### config.mk
export PLATFORM = sky130hd
export DESIGN_NAME = seg7_msg_display
export DESIGN_NICKNAME = d
export VERILOG_FILES = /design/src/rtl/seg7_msg_display.sv
export SDC_FILE = /design/constraint.sdc
export NUM_CORES = 1
export LEC_CHECK = 0
export ABC_AREA = 1
export ABC_CLOCK_PERIOD_IN_PS = 3040
export BUFFER_PORTS_ARGS = -buffer_cell sky130_fd_sc_hd__clkbuf_2
export CAP_MARGIN = 20
export CORE_MARGIN = 2
export CORE_UTILIZATION = 55
export CTS_CLUSTER_SIZE = 16
export DETAILED_ROUTE_END_ITERATION = 10
export GPL_ROUTABILITY_DRIVEN = 0
export PLACE_DENSITY_LB_ADDON = 0.05
export SYNTH_ARGS = -nofsm -noshare
export SYNTH_HDL_FRONTEND = slang
export SYNTH_SLANG_ARGS = --single-unit
### constraint.sdc
create_clock -name ck -period 3.04 [get_ports ck]
set_input_delay 0.304 -clock ck [delete_from_list [all_inputs] [get_ports ck]]
set_output_delay 0.304 -clock ck [all_outputs]
set_load 0.02 [all_outputs]
### src/rtl/seg7_msg_display.sv
`default_nettype none
// ----------------------------------------------------------------------------
// seg7_msg_display: NDIG-digit active-low 7-segment driver showing a
// MSG_LEN-entry message buffer in static, blink or scroll mode.
// Rev 1.0
// ----------------------------------------------------------------------------
module seg7_msg_display #(
  parameter int NDIG    = 4,
  parameter int MSG_LEN = 8,
  parameter int DIV     = 4,
  parameter int DIV_W   = 24,
  localparam int AW     = $clog2(MSG_LEN)
) (
  input  logic              ck,
  input  logic              rs_n,
  input  logic              en,
  input  logic [1:0]        mode,
  input  logic              wr_en,
  input  logic [AW-1:0]     wr_addr,
  input  logic [6:0]        wr_data,
  output logic [7*NDIG-1:0] hex,
  output logic              tick
);

  localparam logic [1:0]       MODE_BLINK  = 2'b01;
  localparam logic [1:0]       MODE_SCROLL = 2'b10;
  localparam logic [0:0]       ST_SHOW     = 1'b0;
  localparam logic [0:0]       ST_BLANK    = 1'b1;
  localparam logic [6:0]       C_SEG_OFF   = 7'h7F;
  localparam logic [DIV_W-1:0] C_CNT_MAX   = DIV_W'(DIV - 1);
  localparam logic [AW:0]      C_LEN       = (AW+1)'(MSG_LEN);
  localparam logic [AW-1:0]    C_OFF_MAX   = AW'(MSG_LEN - 1);

  logic [DIV_W-1:0] r_count;
  logic [1:0]       r_mode_q;
  logic [AW-1:0]    r_offset;
  logic [0:0]       r_state;
  logic [0:0]       w_state_next;
  logic             w_blank;
  logic [6:0]       r_msg [MSG_LEN];
  logic             w_mode_chg;
  logic             w_wrap;
  logic [AW-1:0]    w_base;
  logic [AW:0]      w_idx;
  logic [7*NDIG-1:0] w_hex_next;

  // A mode change owns its edge: it restarts the prescaler and swallows any wrap.
  assign w_mode_chg = (mode != r_mode_q);
  assign w_wrap     = en && !w_mode_chg && (r_count == C_CNT_MAX);

  always_ff @(posedge ck or negedge rs_n) begin
    if (!rs_n) begin
      r_count  <= '0;
      tick     <= 1'b0;
      r_mode_q <= 2'b00;
      r_offset <= '0;
    end else begin
      r_mode_q <= mode;
      tick     <= w_wrap;
      if (w_mode_chg) begin
        r_count  <= '0;
        r_offset <= '0;
      end else begin
        if (en)
          r_count <= w_wrap ? '0 : r_count + 1'b1;
        if (w_wrap && (r_mode_q == MODE_SCROLL))
          r_offset <= (r_offset == C_OFF_MAX) ? '0 : r_offset + 1'b1;
      end
    end
  end

  always_ff @(posedge ck or negedge rs_n) begin
    if (!rs_n)
      r_state <= ST_SHOW;
    else
      r_state <= w_state_next;
  end

  always_comb begin
    w_state_next = r_state;
    if (w_mode_chg || (r_mode_q != MODE_BLINK))
      w_state_next = ST_SHOW;
    else if (w_wrap)
      w_state_next = (r_state == ST_SHOW) ? ST_BLANK : ST_SHOW;
  end

  always_comb begin
    w_blank = (r_mode_q == MODE_BLINK) && (r_state == ST_BLANK);
  end

  always_ff @(posedge ck or negedge rs_n) begin
    if (!rs_n) begin
      for (int i = 0; i < MSG_LEN; i++)
        r_msg[i] <= C_SEG_OFF;
    end else if (wr_en && ({1'b0, wr_addr} < C_LEN)) begin
      r_msg[wr_addr] <= wr_data;
    end
  end

  // offset < MSG_LEN and i < NDIG <= MSG_LEN, so one conditional subtract wraps.
  assign w_base = (r_mode_q == MODE_SCROLL) ? r_offset : '0;

  always_comb begin
    w_hex_next = '0;
    w_idx      = '0;
    for (int i = 0; i < NDIG; i++) begin
      w_idx = {1'b0, w_base} + (AW+1)'(i);
      if (w_idx >= C_LEN)
        w_idx = w_idx - C_LEN;
      w_hex_next[7*(NDIG-1-i) +: 7] = w_blank ? C_SEG_OFF : r_msg[w_idx[AW-1:0]];
    end
  end

  always_ff @(posedge ck or negedge rs_n) begin
    if (!rs_n)
      hex <= '1;
    else
      hex <= w_hex_next;
  end

endmodule
`default_nettype wire

==> results of run 1 <==
## cells by family (layout without fill, tap and decap cells)
kind of cell | count (synthesis) | in the layout | synth area share (%)
DFF | 115 | 115 | 45.8
AOI/OAI and AO/OA | 160 | 160 | 14.7
and+or+nand+nor | 445 | 445 | 28.7
adders and majority gates | 5 | 5 | 0.961
xor gates and xnor gates | 15 | 15 | 2.59
buffers and inverters | 109 | 160 | 7.19
## cells in the mapped netlist
master / instances / area [µm²]
nand2_1: 265 / 995
dfstp_2: 84 / 2210
nand3_1: 81 / 405
o21ai_0: 80 / 400
nor2_1: 73 / 274
inv_1: 70 / 263
o211ai_1: 53 / 398
dfrtp_1: 31 / 776
buf_2: 12 / 60.1
clkbuf_1: 12 / 45.0
nand4_1: 12 / 75.1
xor2_1: 11 / 96.3
o22ai_1: 8 / 50.1
o21ai_1: 7 / 35.0
a21oi_1: 6 / 30.0
ha_1: 5 / 62.6
inv_2: 5 / 18.8
o21bai_1: 5 / 37.5
buf_6: 4 / 45.0
buf_4: 3 / 22.5
nand2_2: 3 / 18.8
nor2_2: 3 / 18.8
clkbuf_2: 2 / 10.0
nand2_4: 2 / 22.5
nor2_4: 2 / 22.5
nor3_1: 2 / 10.0
xnor2_1: 2 / 17.5
xor2_4: 2 / 55.1
buf_1: 1 / 3.75
nand3b_1: 1 / 7.51
nor2_8: 1 / 20.0
o21a_1: 1 / 7.51
## worst max-delay path, cell delays in order (launching register included)
cell and delay [ns]:
dfrtp_1 0.47, nor2_8 0.22, nand2_2 0.23, inv_1 0.11
buf_4 0.20, ha_1 0.28, xor2_4 0.32, inv_2 0.15
nand3_1 0.11, nand3_1 0.09
## layout make-up
type / count / share of cell area, %
Multi-Input combinational cell: 625 / 41.2
Sequential cell: 115 / 40.2
Clock buffer: 25 / 7.40
Timing Repair Buffer: 54 / 4.21
Inverter: 75 / 3.79
Tap cell: 143 / 2.41
Clock inverter: 6 / 0.842
## power by group
part           switching (µW)  leakage [µW]  internal, µW
logic                     544       0.00195           253
clock network             679      0.000293          1330
registers                 138       0.00131          1900
## state kept, by name, summed over array words and instances, names as in the netlist
name and flops:
r_state 1, r_count 24, hex 28, r_msg 56
r_offset 3, r_mode_q 2, tick 1
## metrics by stage
step | cell area, µm² | instances | setup WS (ns) | hold WS [ns] | power [µW]
after floorplan | 6510 | 849 | 0.725 | 0.00841 | 2540
after global placement | 6810 | 1011 | 0.920 | 0.405 | 2820
after detailed placement | 6810 | 1011 | 0.819 | 0.427 | 2840
after CTS | 7430 | 1043 | 0.800 | 0.0149 | 4860
after global routing | 7430 | 1043 | 0.638 | 0.0158 | 5070
final | 7430 | 1043 | 0.765 | 0.0283 | 4840
## per-layer routing
layer / vias to the layer above / global-route usage, % / part of all wire [%] / wire [µm]
li1: 2881 / - / - / -
met1: 2712 / 43.6 / 50 / 8190
met2: 221 / 38.6 / 42 / 6880
met3: 10 / 6.80 / 8.1 / 1340
met4: 0 / 7.24 / 0.76 / 126
met5: - / 0 / 0 / 0
## path summary, 6_finish.rpt
path	to	cells past startpoint	start	slack, ns
min	r_mode_q[0]$_DFF_PN0_	1	mode[0]	0.03
max in group asynchronous	r_msg[5]$_DFFE_PN1P_	3	rs_n	1.73
min in group asynchronous	r_count[4]$_DFFE_PN0P_	2	rs_n	0.51
max	hex[15]$_DFF_PN1_	9	r_mode_q[0]$_DFF_PN0_	0.76
min reg2reg	r_msg[9]$_DFFE_PN1P_	2	r_msg[9]$_DFFE_PN1P_	0.49
max reg2reg	hex[15]$_DFF_PN1_	9	r_mode_q[0]$_DFF_PN0_	0.76
## what timing repair did
| item | CTS | global route |
|---|---|---|
| setup buffers | 0 | 0 |
| hold endpoints to repair | 21 | 0 |
| hold buffers | 1 | 0 |
==> out/qor.yml, run 1 <==
drv_slew: 0
dieArea_mm2: 0.0127
setup_tns_ns: 0
place_hpwl_um: 11900
ant_nets: 0
multi_input_area_mm2: 0.00306
synth_cells: 849
drt_first_pass_iters: 5
grt_max_degree: 86
route.detailed.drc: 0
final_cell_mix: "nand2_1, dfstp_2, nand3_1"
status: "finished, final reports clean"
min_path_type: "in -> reg"
n_fill_cell: 991
fmax_mhz: 439
final_util_pct: 64.8
core.rowCount: 39
cp_max_fo: 18
cts_root_buf: "clkbuf_16"
fp.dieW_um: 113
rsz0062_at_grt: "no"
vias_per_cell: 5.58
synth-seq-cells: 115
max_cap_viol_count: 0
ctsHtreeMaxLevel: 4
via_count: 5824
final_common_cell: "nand2_1"
grt_overflow: 0
hold_viol: 0
antenna_found_initial: 0
synth.distinct_cells: 32
setup_viol: 0
clk_pin_slew_ns: 0.05
worst_pin_slew_ns: 0.756
leakagePower_uw: 0.00355
coreArea_mm2: 0.0115
die_h_um: 113
syn_area_per_cell_um2: 7.67
post_cts_resized: 0
crit_arrival_ns: 2.59
ys_seq_area_share_pct: 45.8
powerDensity_mw_per_mm2: 652
fin_nets: 909
layout-drive-gt1-share_pct: 20.4
crit_path_start_kind: "flip-flop"
pin_count: 45
slew_headroom_pct: 49.6
drtIter0Drc: 634
cts_buffer_depth: 2
antenna_cells: 0
cts_buffers: 17
cp-end-kind: "flip-flop"
wl_per_cell_um: 15.8
clock_latency_ns: 0.42
grtUsageTotal_pct: 27.9
seq_area_mm2: 0.00298
cts.sink_count: 115
initial_core_util_pct: 56.8
peakVddDrop_mv: 0.565
fin_crit_sh_pct: 74.8
portBuffers: 44
critPathRequiredTime_ns: 3.36
clock_skew_ns: 0.00863
grt_pass1_vias: 5349
syn_area_mm2: 0.00651
period_needed_ns: 2.28
wl_um: 16500
critPathKind: "reg -> reg"
cts_tree: "done"
area_growth_pct: 14.1
grt_pass1_wl_um: 27800
yosysWarnings: 0
syn-num-nets: 870
(Power assumes the default switching activity.)
==> run 2, diff against run 1 <==
--- a/config.mk
+++ b/config.mk
@@ -6,7 +6,7 @@
 export NUM_CORES = 1
 export LEC_CHECK = 0
 export ABC_AREA = 1
-export ABC_CLOCK_PERIOD_IN_PS = 3040
+export ABC_CLOCK_PERIOD_IN_PS = 1870
 export BUFFER_PORTS_ARGS = -buffer_cell sky130_fd_sc_hd__clkbuf_2
 export CAP_MARGIN = 20
 export CORE_MARGIN = 2
==> constraint.sdc (replaced) <==
create_clock -name ck -period 1.87 [get_ports ck]
set_input_delay 0.187 -clock ck [delete_from_list [all_inputs] [get_ports ck]]
set_output_delay 0.187 -clock ck [all_outputs]
set_load 0.02 [all_outputs]
==> run 2 against run 1 <==
  * Utilization increased by 2.8 points
  * Combinational power increased by 68%
  * Hold slack improved by 0.079 ns
  * Non-clock buffer count increased by 25
  * Sequential power up 63%
  * Clock-buffer cell count fell by 5
  * Total power increased by 68%
  * Flip-flop and latch count stayed put
  * First-iteration DRC count up 3.3%
  * Register-to-register slack worse by 0.70 ns
  * Clock skew about the same
==> out/qor.yml, run 2 (same netlist as run 1, synthesis figures left out) <==
clock_skew_ns: 0.00819  # was 0.00863 ns
setup_viol: 0  # unchanged
timing.hold.ws_ns: 0.107  # was 0.0283 ns
max_cap_viol_count: 0  # unchanged
place_hpwl_um: 12400  # was 11,900 µm
place_area_mm2: 0.00695  # was 0.00681 mm²
antenna_found_initial: 0  # unchanged
p_int_uw: 5830  # was 3480 µW
clk_pin_slew_ns: 0.06  # was 0.05 ns
clock_latency_ns: 0.42  # about the same
grt_pass1_vias: 5442  # was 5,349
vias_per_cell: 5.61  # was 5.58
die_h_um: 113  # unchanged
route.detailed.drc: 0  # unchanged
leakagePower_uw: 0.00370  # was 0.00355 µW
area_growth_pct: 19.0  # was 14.1%
dieArea_mm2: 0.0127  # unchanged
p_seq_share_pct: 40.9  # was 42.1%
via_count: 5995  # was 5,824
portBuffers: 44  # unchanged
coreArea_mm2: 0.0115  # unchanged
critPathKind: "reg -> reg"  # unchanged
critPathRequiredTime_ns: 2.23  # was 3.36 ns
fin_crit_sh_pct: 96.6  # was 74.8%
crit_arrival_ns: 2.17  # was 2.59 ns
fin_nets: 934  # was 909
powerDensity_mw_per_mm2: 1050  # was 652 mW/mm²
final_common_cell: "nand2_1"  # unchanged
slew_headroom_pct: 66.4  # was 49.6%
pin_count: 45  # unchanged
largest_reg_flops: 56  # unchanged
regMostFlops: "r_msg"  # unchanged
power.switching_uw: 2310  # was 1360 µW
power_frac_comb_pct: 16.5  # about the same
cts_buffer_depth: 2  # unchanged
drv_slew: 0  # unchanged
final_cell_mix: "nand2_1, dfstp_2, nand3_1"  # unchanged
grt_pass1_wl_um: 28300  # was 27,800 µm
cts_tree: "done"  # unchanged
grt_max_degree: 72  # was 86
status: "finished, final reports clean"  # unchanged
drtIter0Drc: 655  # was 634
clkPwrFrac_pct: 42.6  # was 41.4%
hold_viol: 0  # unchanged
cts_root_buf: "clkbuf_16"  # unchanged
cts.sink_count: 115  # unchanged
wl_per_cell_um: 16.3  # was 15.8 µm
cts_buffers: 17  # unchanged
ant_nets: 0  # unchanged
grt_overflow: 0  # unchanged
wl_um: 17400  # was 16,500 µm
core.rowCount: 39  # unchanged
antenna_cells: 0  # unchanged
peakVddDrop_mv: 0.955  # was 0.565 mV
layout-drive-gt1-share_pct: 23.4  # was 20.4%
drt_first_pass_iters: 6  # was 5
fp.dieW_um: 113  # unchanged
cp-end-kind: "flip-flop"  # unchanged
cp_max_fo: 7  # was 18
ctsHtreeMaxLevel: 4  # unchanged
rsz0062_at_grt: "no"  # unchanged
fmax_mhz: 553  # was 439 MHz
period_needed_ns: 1.81  # was 2.28 ns
crit_path_start_kind: "flip-flop"  # unchanged
initial_core_util_pct: 56.8  # unchanged
min_path_type: "in -> reg"  # unchanged
final_cell_area_mm2: 0.00775  # was 0.00743 mm²
worst_pin_slew_ns: 0.499  # was 0.756 ns
grtUsageTotal_pct: 28.3  # was 27.9%
p_sw_share_pct: 28.4  # was 28.1%
top_regs: "r_msg: 56 flops, hex: 28 flops, r_count: 24 flops"  # unchanged
-- run 2: changes by cell type in the layout (fill, tap and decap cells not counted), sizes merged --
cell         change
buf             +21
bufinv           +3
clkbuf           -4
clkinv           -1
clkinvlp         -1
dlygate4sd3      +3
inv              +4
-- run 2: routing by layer --
layer  wire (µm)  part of all wire [%]  up-vias  GRT usage, %
li1            -                     -     2947             -
met1        8230                    47     2768          44.6
met2        7460                    43      269          39.6
met3        1620                   9.3       11          6.27
met4         102                  0.59        0          6.99
met5           0                     0        -             0
-- run 2: what timing repair did --
item                       4_1_cts  5_1_grt
hold buffers                     4        0
setup buffers                    0        9
resized for setup                0       14
setup endpoints to repair        0       41
hold endpoints to repair        24        0
-- run 2: final cells by class --
| cell class | instances | area, µm² |
|---|---|---|
| clock buffers | 20 | 457 |
| clock inverters | 11 | 173 |
| fillers | 974 | 3720 |
| inverters | 75 | 290 |
| multi-input cells | 625 | 3090 |
| flip-flops and latches | 115 | 2990 |
| well taps | 143 | 179 |
| repair buffers | 79 | 574 |
-- run 2: critical path: stages, from the launching register on --
cell and delay (ns):
dfrtp_2 0.46, nor2_8 0.16, nand2_4 0.12, ha_4 0.18, inv_1 0.13, xor2_4 0.33
buf_4 0.18, nand3_1 0.07, nand3_1 0.11
-- run 2: power by group through the flow --
| stage | Clock (µW) | Sequential, µW | Combinational (µW) |
|---|---|---|---|
| 2_1_floorplan | 0 | 3420 | 709 |
| 3_3_place_gp | 0 | 3340 | 1260 |
| 3_5_place_dp | 0 | 3350 | 1300 |
| 4_1_cts | 3500 | 3320 | 1320 |
| 5_1_grt | 3610 | 3370 | 1500 |
| 6_report | 3470 | 3330 | 1340 |
-- run 2: worst paths after layout --
check,end,slack (ns),depth (start not counted),start
worst max-delay path,hex[2]$_DFF_PN1_,0.06,8,r_mode_q[0]$_DFF_PN0_
worst min-delay path,r_msg[2]$_DFFE_PN1P_,0.11,3,wr_data[2]
worst max register to register,hex[2]$_DFF_PN1_,0.06,8,r_mode_q[0]$_DFF_PN0_
worst min register to register,r_msg[27]$_DFFE_PN1P_,0.49,2,r_msg[27]$_DFFE_PN1P_
max in group asynchronous,r_msg[20]$_DFFE_PN1P_,0.96,3,rs_n
min in group asynchronous,r_count[4]$_DFFE_PN0P_,0.26,2,rs_n
-- run 2: metrics by stage --
step                      total power (µW)  worst slack [ns]  setup TNS (ns)  utilization, %  cells
after global placement                4600            0.0660               0            60.6   1023
after global routing                  8480           0.00139               0            67.6   1068
final                                 8140            0.0630               0            67.6   1068
after CTS                             8140            0.0234               0            66.4   1058
after detailed placement              4660            0.0453               0            60.6   1023
after floorplan                       4130           -0.0212          -0.191               -    849
